--- config.mk ---
export PLATFORM = sky130hd
export DESIGN_NAME = dm_arbiter
export DESIGN_NICKNAME = d
export VERILOG_FILES = /design/src/rtl/dm_arbiter_pkg.sv /design/src/rtl/dm_lane_align.sv /design/src/rtl/dm_arbiter.sv
export SDC_FILE = /design/constraint.sdc
export NUM_CORES = 1
export LEC_CHECK = 0
export ABC_AREA = 1
export CAP_MARGIN = 20
export CORE_AREA = 2 2 120 122
export CTS_CLUSTER_DIAMETER = 30
export DETAILED_ROUTE_END_ITERATION = 6
export DIE_AREA = 0 0 122 124
export SYNTH_ARGS = -nofsm -noshare
export SYNTH_HDL_FRONTEND = slang
export SYNTH_SLANG_ARGS = --single-unit
--- constraint.sdc ---
create_clock -name clk -period 1.7 [get_ports clk]
set_input_delay 0.255 -clock clk [delete_from_list [all_inputs] [get_ports clk]]
set_output_delay 0.255 -clock clk [all_outputs]
set_load 0.02 [all_outputs]
--- src/rtl/dm_arbiter_pkg.sv ---
// Shared definitions for the data-memory arbiter: access size encodings,
// arbitration state type and byte-enable width.
package dm_arbiter_pkg;

   localparam logic [1:0] SZ_BYTE = 2'b00;
   localparam logic [1:0] SZ_HALF = 2'b01;
   localparam logic [1:0] SZ_WORD = 2'b10;

   localparam int BE_W = 4;

   typedef enum logic {
      CPU_PRI,
      DMA_FORCE
   } arb_state_t;

endpackage

--- src/rtl/dm_lane_align.sv ---
// CPU lane handling for the data memory: byte enables, store replication,
// load extraction with sign/zero extension, and misalign/range exception detect.
module dm_lane_align
   import dm_arbiter_pkg::*;
#(
   parameter int DM_WORDS = 4096
) (
   input  logic [1:0]      size,
   input  logic            sign,
   input  logic [31:0]     addr,
   input  logic [31:0]     wdata,
   input  logic [31:0]     mem_rdata,
   output logic [BE_W-1:0] be,
   output logic [31:0]     wdata_rep,
   output logic [31:0]     rdata,
   output logic            exc
);

   // One past the last valid byte address, held in 33 bits so large depths cannot wrap.
   localparam logic [32:0] LIMIT = 33'(DM_WORDS) << 2;

   logic [7:0]  lane_b;
   logic [15:0] lane_h;

   assign lane_b = mem_rdata[{addr[1:0], 3'b000} +: 8];
   assign lane_h = addr[1] ? mem_rdata[31:16] : mem_rdata[15:0];

   always_comb begin
      be        = '0;
      wdata_rep = wdata;
      rdata     = '0;
      exc       = 1'b0;
      case (size)
         SZ_BYTE: begin
            be        = 4'b0001 << addr[1:0];
            wdata_rep = {4{wdata[7:0]}};
            rdata     = {{24{sign & lane_b[7]}}, lane_b};
         end
         SZ_HALF: begin
            be        = 4'b0011 << addr[1:0];
            wdata_rep = {2{wdata[15:0]}};
            rdata     = {{16{sign & lane_h[15]}}, lane_h};
            exc       = addr[0];
         end
         SZ_WORD: begin
            be    = 4'b1111;
            rdata = mem_rdata;
            exc   = (addr[1:0] != 2'b00);
         end
         default: exc = 1'b1;
      endcase
      if ({1'b0, addr} >= LIMIT) begin
         exc = 1'b1;
      end
   end

endmodule

--- src/rtl/dm_arbiter.sv ---
// CPU/DMA arbiter for a single-port data memory. Define DM_ARB_ANTISTARVE_EN
// to let DMA win one conflict after STARVE_MAX consecutive CPU-won conflicts.
module dm_arbiter
   import dm_arbiter_pkg::*;
#(
   parameter int STARVE_MAX = 4,
   parameter int DM_WORDS   = 4096
) (
   input  logic        clk,
   input  logic        rst,
   input  logic        cpu_req,
   input  logic        cpu_we,
   input  logic [1:0]  cpu_size,
   input  logic        cpu_sign,
   input  logic [31:0] cpu_addr,
   input  logic [31:0] cpu_wdata,
   output logic        cpu_gnt,
   output logic [31:0] cpu_rdata,
   output logic        cpu_exc,
   input  logic        dma_req,
   input  logic        dma_we,
   input  logic [31:0] dma_addr,
   input  logic [31:0] dma_wdata,
   output logic        dma_gnt,
   output logic        dma_rvalid,
   output logic [31:0] dma_rdata,
   output logic        mem_we,
   output logic [31:0] mem_addr,
   output logic [3:0]  mem_be,
   output logic [31:0] mem_wdata,
   input  logic [31:0] mem_rdata
);

   logic            force_dma;
   logic [BE_W-1:0] al_be;
   logic [31:0]     al_wdata;
   logic [31:0]     al_rdata;
   logic            al_exc;
   logic [29:0]     dma_word;
   logic            rvalid_q;
   logic [31:0]     rdata_q;
   logic            unused_bits;

   assign unused_bits = ^{dma_addr[1:0], (STARVE_MAX == 0)};

`ifdef DM_ARB_ANTISTARVE_EN
   localparam int CW = $clog2(STARVE_MAX + 1);

   arb_state_t    state, state_nxt;
   logic [CW-1:0] starve_cnt, starve_nxt;

   always_ff @(posedge clk) begin
      if (rst) begin
         state      <= CPU_PRI;
         starve_cnt <= '0;
      end else begin
         state      <= state_nxt;
         starve_cnt <= starve_nxt;
      end
   end

   // The counter only survives cycles where both sides keep asking in CPU_PRI.
   always_comb begin
      state_nxt  = state;
      starve_nxt = '0;
      case (state)
         CPU_PRI: begin
            if (cpu_req && dma_req) begin
               starve_nxt = starve_cnt + CW'(1);
               if (starve_cnt == CW'(STARVE_MAX - 1)) begin
                  state_nxt = DMA_FORCE;
               end
            end
         end
         DMA_FORCE: state_nxt = CPU_PRI;
         default:   state_nxt = CPU_PRI;
      endcase
   end

   assign force_dma = (state == DMA_FORCE);
`else
   assign force_dma = 1'b0;
`endif

   always_comb begin
      cpu_gnt = 1'b0;
      dma_gnt = 1'b0;
      if (!rst) begin
         if (force_dma && dma_req) begin
            dma_gnt = 1'b1;
         end else if (cpu_req) begin
            cpu_gnt = 1'b1;
         end else if (dma_req) begin
            dma_gnt = 1'b1;
         end
      end
   end

   dm_lane_align #(
      .DM_WORDS (DM_WORDS)
   ) u_align (
      .size      (cpu_size),
      .sign      (cpu_sign),
      .addr      (cpu_addr),
      .wdata     (cpu_wdata),
      .mem_rdata (mem_rdata),
      .be        (al_be),
      .wdata_rep (al_wdata),
      .rdata     (al_rdata),
      .exc       (al_exc)
   );

   // DMA never faults: its word index simply wraps within the memory.
   assign dma_word = dma_addr[31:2] % 30'(DM_WORDS);

   always_comb begin
      mem_we    = 1'b0;
      mem_addr  = '0;
      mem_be    = '0;
      mem_wdata = '0;
      if (dma_gnt) begin
         mem_we    = dma_we;
         mem_addr  = {dma_word, 2'b00};
         mem_be    = 4'b1111;
         mem_wdata = dma_wdata;
      end else if (cpu_gnt) begin
         mem_we    = cpu_we & ~al_exc;
         mem_addr  = cpu_addr;
         mem_be    = al_be;
         mem_wdata = al_wdata;
      end
   end

   assign cpu_rdata = cpu_gnt ? al_rdata : '0;
   assign cpu_exc   = cpu_gnt & al_exc;

   always_ff @(posedge clk) begin
      if (rst) begin
         rvalid_q <= 1'b0;
         rdata_q  <= '0;
      end else begin
         rvalid_q <= dma_gnt & ~dma_we;
         if (dma_gnt && !dma_we) begin
            rdata_q <= mem_rdata;
         end
      end
   end

   // A read granted just before reset must not report valid during the reset cycle.
   assign dma_rvalid = rvalid_q & ~rst;
   assign dma_rdata  = rdata_q;

endmodule

==> results.toml, run 1 <==
[outcome]
status = "finished clean"

[sta]
relSlewSlack = 0.8002
tightest_slew_ns = 0.2997
worst_hold_slack_ns = 0.3135
min_period_ns = 1.663
fin_ws_ns = 0.03719
setup_viol = 0
setup_tns_ns = 0
drv_slew = 0
fmax_mhz = 601.4
timing.final.crit_share = 0.9781
fin_skew_ns = 0
rsz0062_at_grt = "true"
hold_viol = 0

[flow_run]
drv_cap = 0

[worst_setup_path]
required_ns = 1.44
cp-start-kind = "input port"
crit_type = "in -> out"
endpoint_kind = "output pin"
cp_max_fo = 7
critPathArrivalTime_ns = 1.41

[synthesis]
synth_top_cell_by_area = "nand2_1"
synthFlopType = "dfxtp_1"
synthesis.area_mm2 = 0.003127
ys_seq_area_frac = 0.2113
synth-edff-count = 0
async_reset_ff_frac = 0
syn_avg_cell_area_um2 = 5.160
post_synth_num_cell_types = 19
syn_nets = 775
synth_common_cells = "189 x nand2_1, 112 x nor2_1, 74 x inv_1"
synthTopCellsByArea = "nand2_1 23%, dfxtp_1 21%, nor2_1 13%"
yosysMostFrequentCell = "nand2_1"
yosysWarnings = 0
ys_ff_latch = 33
postSynthCellCount = 606
synth_top_area_frac = 0.2269

[clock_network]
cts_tree = "done"
cts_hold_buf = 0
cts.path.max_buffers = 2
cts_sinks = 33
root_buffer = "clkbuf_16"
clk_latency_ns = 0.28
clk_pin_slew_ns = 0.05
cts_made_buffers = 5
htree_levels = 2

[power]
power_w = 0.003253
p_per_area_mw_per_mm2 = 469.6
leakage_nw = 3.572
combPwrFrac = 0.473
p_sw_w = 0.001118
irDropWorstVdd_mv = 0.4376
intPower_w = 0.002134
pwr-share-clk = 0.276
seqPwrFrac = 0.250
swShare = 0.3438

[global_routing]
antenna_found_initial = 1
grt_max_degree = 33
grt_use_total = 0.2352
grt_pass1_vias = 4895
grt_pass1_wl_mm = 27.03
gr-total-overflow = 0

[placement]
place_congestion = 0.8258
dp_hpwl_mm = 14.67
preCtsSetupSlack_ns = -0.8616
io_buffers = 285
postPlaceCellArea_mm2 = 0.006696

[cells_and_area]
fillers = 1488
fin_nets = 1122
drive_gt1_frac = 0.2812
multi_input_area_mm2 = 0.002212
design_area_mm2 = 0.006927
syn2layout_area_growth_pct = 121.5
seq_area_um2 = 660.6

[drt]
routed_wl_mm = 18.81
ant_nets = 0
drc = 0
vias = 5110
drtIter0Drc = 228
drtPass1Iterations = 4
routedWlPerCell_um = 16.59
via_per_inst = 4.506

[min_path]
hold_class = "in -> reg"

[floorplanning]
coreArea_mm2 = 0.01372
die_w_um = 122
io_pins = 306
die_area_mm2 = 0.01513
rows = 43
start_util = 0.2279
die_h_um = 124
layer usage:
metal / vias to the layer above / routed length, µm / track usage
met4: 0 / 540 / 0.09411
met3: 26 / 1732 / 0.06456
met2: 206 / 9556 / 0.4372
met5: - / 0 / 0
met1: 2290 / 6984 / 0.2513
li1: 2588 / - / -
registers in the layout, summed over array words and instances, names as in the netlist:
| register | cells |
|---|---|
| dma_rdata | 32 |
| rvalid_q | 1 |
metrics by stage:
step | cells | util
2_1_floorplan | 606 | -
3_3_place_gp | 1111 | 0.4881
3_5_place_dp | 1111 | 0.4881
4_1_cts | 1132 | 0.5015
5_1_grt | 1134 | 0.5049
6_report | 1134 | 0.5049
power groups by stage:
stage | Clock [W] | Combinational, W | Sequential (W)
6_report | 0.000899 | 0.00154 | 0.000814
3_5_place_dp | 0 | 0.00153 | 0.000829
2_1_floorplan | 0 | 0.000549 | 0.000861
3_3_place_gp | 0 | 0.00153 | 0.000829
5_1_grt | 0.000952 | 0.00165 | 0.000817
4_1_cts | 0.000921 | 0.00152 | 0.000814
worst max-delay path, cell delays in order:
cell           delay (ns)
dlygate4sd2_1        0.23
inv_1                0.06
nor2_2               0.04
nand2_2              0.09
inv_4                0.06
buf_12               0.13
buf_16               0.13
buf_6                0.11
a22o_1               0.18
buf_6                0.13
cell type report:
class | instances | area share
antenna | 1 | 0.0003613
clock buffer | 7 | 0.02059
inverter | 77 | 0.04245
multi-input combinational | 459 | 0.3194
sequential | 33 | 0.09538
tap | 180 | 0.03251
timing repair buffer | 377 | 0.4893
kinds of logic (layout without fill, tap and decap cells):
family,after synthesis,in the layout,share of synthesized area
AO/OA/AOI/OAI,140,140,0.2465
buffers and inverters,115,461,0.1449
flip-flops,33,33,0.2113
other,0,1,0
AND/OR/NAND/NOR,318,319,0.3974
timing repair:
| item | CTS | global route |
|---|---|---|
| pin swaps | 20 | 17 |
| resized for setup | 425 | 127 |
| endpoints found under the setup margin | 104 | 91 |
| setup buffers | 10 | 4 |
| cloned | 4 | 0 |
layout by cell type (no fill, tap or decap), drive strengths merged:
| master | n |
|---|---|
| a21oi | 50 |
| dlygate4sd2 | 23 |
| clkbuf | 29 |
| buf | 171 |
| inv | 77 |
| nor2 | 116 |
| nand2 | 189 |
| clkdlybuf4s50 | 147 |
| dlymetal6s2s | 6 |
| diode | 1 |
| nor3 | 1 |
| a22oi | 10 |
| o21ai | 68 |
| nand3 | 13 |
| clkdlybuf4s15 | 8 |
| dfxtp | 33 |
| a22o | 12 |
worst paths after layout:
| path | startpoint | end | slack, ns | cells after the start |
|---|---|---|---|---|
| setup / recovery | dma_req | mem_addr[10] | 0.04 | 10 |
| hold / removal | mem_rdata[15] | dma_rdata[15] | 0.31 | 3 |
| setup reg to reg | dma_rdata[27] | dma_rdata[27] | 1.04 | 2 |
| hold reg to reg | dma_rdata[25] | dma_rdata[25] | 0.51 | 2 |
(Power assumes the default switching activity.)
==> run 2: changes to the inputs <==
GPL_TIMING_DRIVEN = 0   (was unset)
==> results.toml, run 2 (synthesis results as in run 1) <==
[outcome]
status = "finished clean"

[floorplanning]
die_h_um = 124
die_area_mm2 = 0.01513
coreArea_mm2 = 0.01372
start_util = 0.2279
die_w_um = 122
io_pins = 306
rows = 43

[min_path]
hold_class = "in -> reg"
min_from = "mem_rdata[23]"
whs_endpoint = "dma_rdata[23]"
whs_path_depth = 3

[cells_and_area]
fillers = 1520
syn2layout_area_growth_pct = 112.4
largest_reg_flops = 32
layout_commonest_cell = "nand2_1"
mostFrequentLayoutCells = "183 x nand2_1, 142 x clkdlybuf4s50_1, 107 x nor2_1"
drive_gt1_frac = 0.2340
fin_nets = 1091
final_util = 0.4840
design_area_mm2 = 0.006640

[sta]
tightest_slew_ns = 0.3935
rsz0062_at_grt = "true"
hold_viol = 0
relSlewSlack = 0.7377
timing.final.crit_share = 0.9695
fin_skew_ns = 0
setup_viol = 0
drv_slew = 0
setup_tns_ns = 0
min_period_ns = 1.648
fmax_mhz = 606.7

[flow_run]
drv_cap = 0

[worst_setup_path]
r2r-end = "dma_rdata[11]"
crit_start = "rst"
r2r_cells = 2
crit_type = "in -> out"
cp-start-kind = "input port"
reg2reg_from = "dma_rdata[11]"
endpoint_kind = "output pin"
required_ns = 1.44
cp_max_fo = 10
critPathArrivalTime_ns = 1.39
r2r_slack_ns = 1.05

[clock_network]
clk_latency_ns = 0.28
cts_made_buffers = 5
cts_tree = "done"
root_buffer = "clkbuf_16"
htree_levels = 2
clk_pin_slew_ns = 0.05
cts_sinks = 33
cts.path.max_buffers = 2
cts_hold_buf = 0

[drt]
drtIter0Drc = 282
ant_nets = 0
drc = 0
via_per_inst = 4.550
routedWlPerCell_um = 17.52
drtPass1Iterations = 4
routed_wl_mm = 19.35
vias = 5023

[global_routing]
grt_pass1_vias = 4881
antenna_found_initial = 1
grt_use_total = 0.2423
gr-total-overflow = 0
grt_pass1_wl_mm = 27.99
grt_max_degree = 11

[placement]
postPlaceCellArea_mm2 = 0.006185
io_buffers = 283
place_congestion = 0.8551
dp_hpwl_mm = 15.27

[power]
p_per_area_mw_per_mm2 = 473.4
leakage_nw = 3.394
irDropWorstVdd_mv = 0.5259
run 2: changes by cell type in the layout (fill, tap and decap cells not counted), sizes merged, moves of 2 or more:
cell | previous run | this run
buf | 171 | 129
dlygate4sd2 | 23 | 46
clkdlybuf4s15 | 8 | 6
dlymetal6s2s | 6 | 2
clkinv | 0 | 2
clkdlybuf4s50 | 147 | 142
run 2: how the worst max path moves through the flow:
| stage | end | slack [ns] | cells after the start |
|---|---|---|---|
| floorplan | mem_be[1] | 0.02 | 5 |
| global placement | mem_addr[13] | -1.54 | 7 |
| detailed placement | mem_addr[13] | -1.51 | 7 |
| CTS | mem_wdata[26] | 0.002 | 6 |
| global route | cpu_rdata[21] | -0.02 | 10 |
| finish | mem_addr[2] | 0.05 | 7 |
run 2: critical path, stage by stage:
cell	delay, ns
clkdlybuf4s15_2	0.21
inv_4	0.05
nand2_8	0.10
inv_1	0.06
buf_4	0.16
a22o_1	0.23
clkdlybuf4s15_1	0.32
run 2: metrics by stage:
stage	setup slack, ns	total power, W	hold WS [ns]	instances
after floorplan	0.02361	0.001410	0.3899	606
after CTS	0.001529	0.003125	0.3891	1100
final	0.05186	0.003144	0.2721	1104
after global routing	-0.01651	0.003318	0.2963	1104
after global placement	-1.543	0.002241	0.4933	1069
after detailed placement	-1.511	0.002237	0.4970	1069
run 2: layer usage:
layer | track usage | vias to the layer above | wire length [µm]
met5 | 0 | - | 0
met1 | 0.2544 | 2257 | 6847
met2 | 0.4567 | 217 | 9934
met3 | 0.07830 | 21 | 2090
li1 | - | 2528 | -
met4 | 0.07759 | 0 | 474
run 2: cell type report:
class,instances,area [µm²],area share
clock inverter,2,10.01,0.001507
antenna,1,2.502,0.0003769
inverter,77,309.0,0.04654
tap,180,225.2,0.03392
sequential,33,660.6,0.09949
timing repair buffer,309,2743,0.4130
clock buffer,6,128.9,0.01941
multi-input combinational,458,2271,0.3420
buffer,38,290.3,0.04372
run 2: report_power, final:
group | switching [W] | internal [W]
clock | 0.000336 | 0.000537
sequential | 0.0000124 | 0.000801
combinational | 0.000782 | 0.000674
total | 0.00113 | 0.00201
run 2: repair_timing:
action                     in CTS  in global routing
buffers inserted               19                  3
resized for setup             550                 96
setup endpoints to repair     137                 71
pin swaps                      23                 10
gates cloned                    4                  0
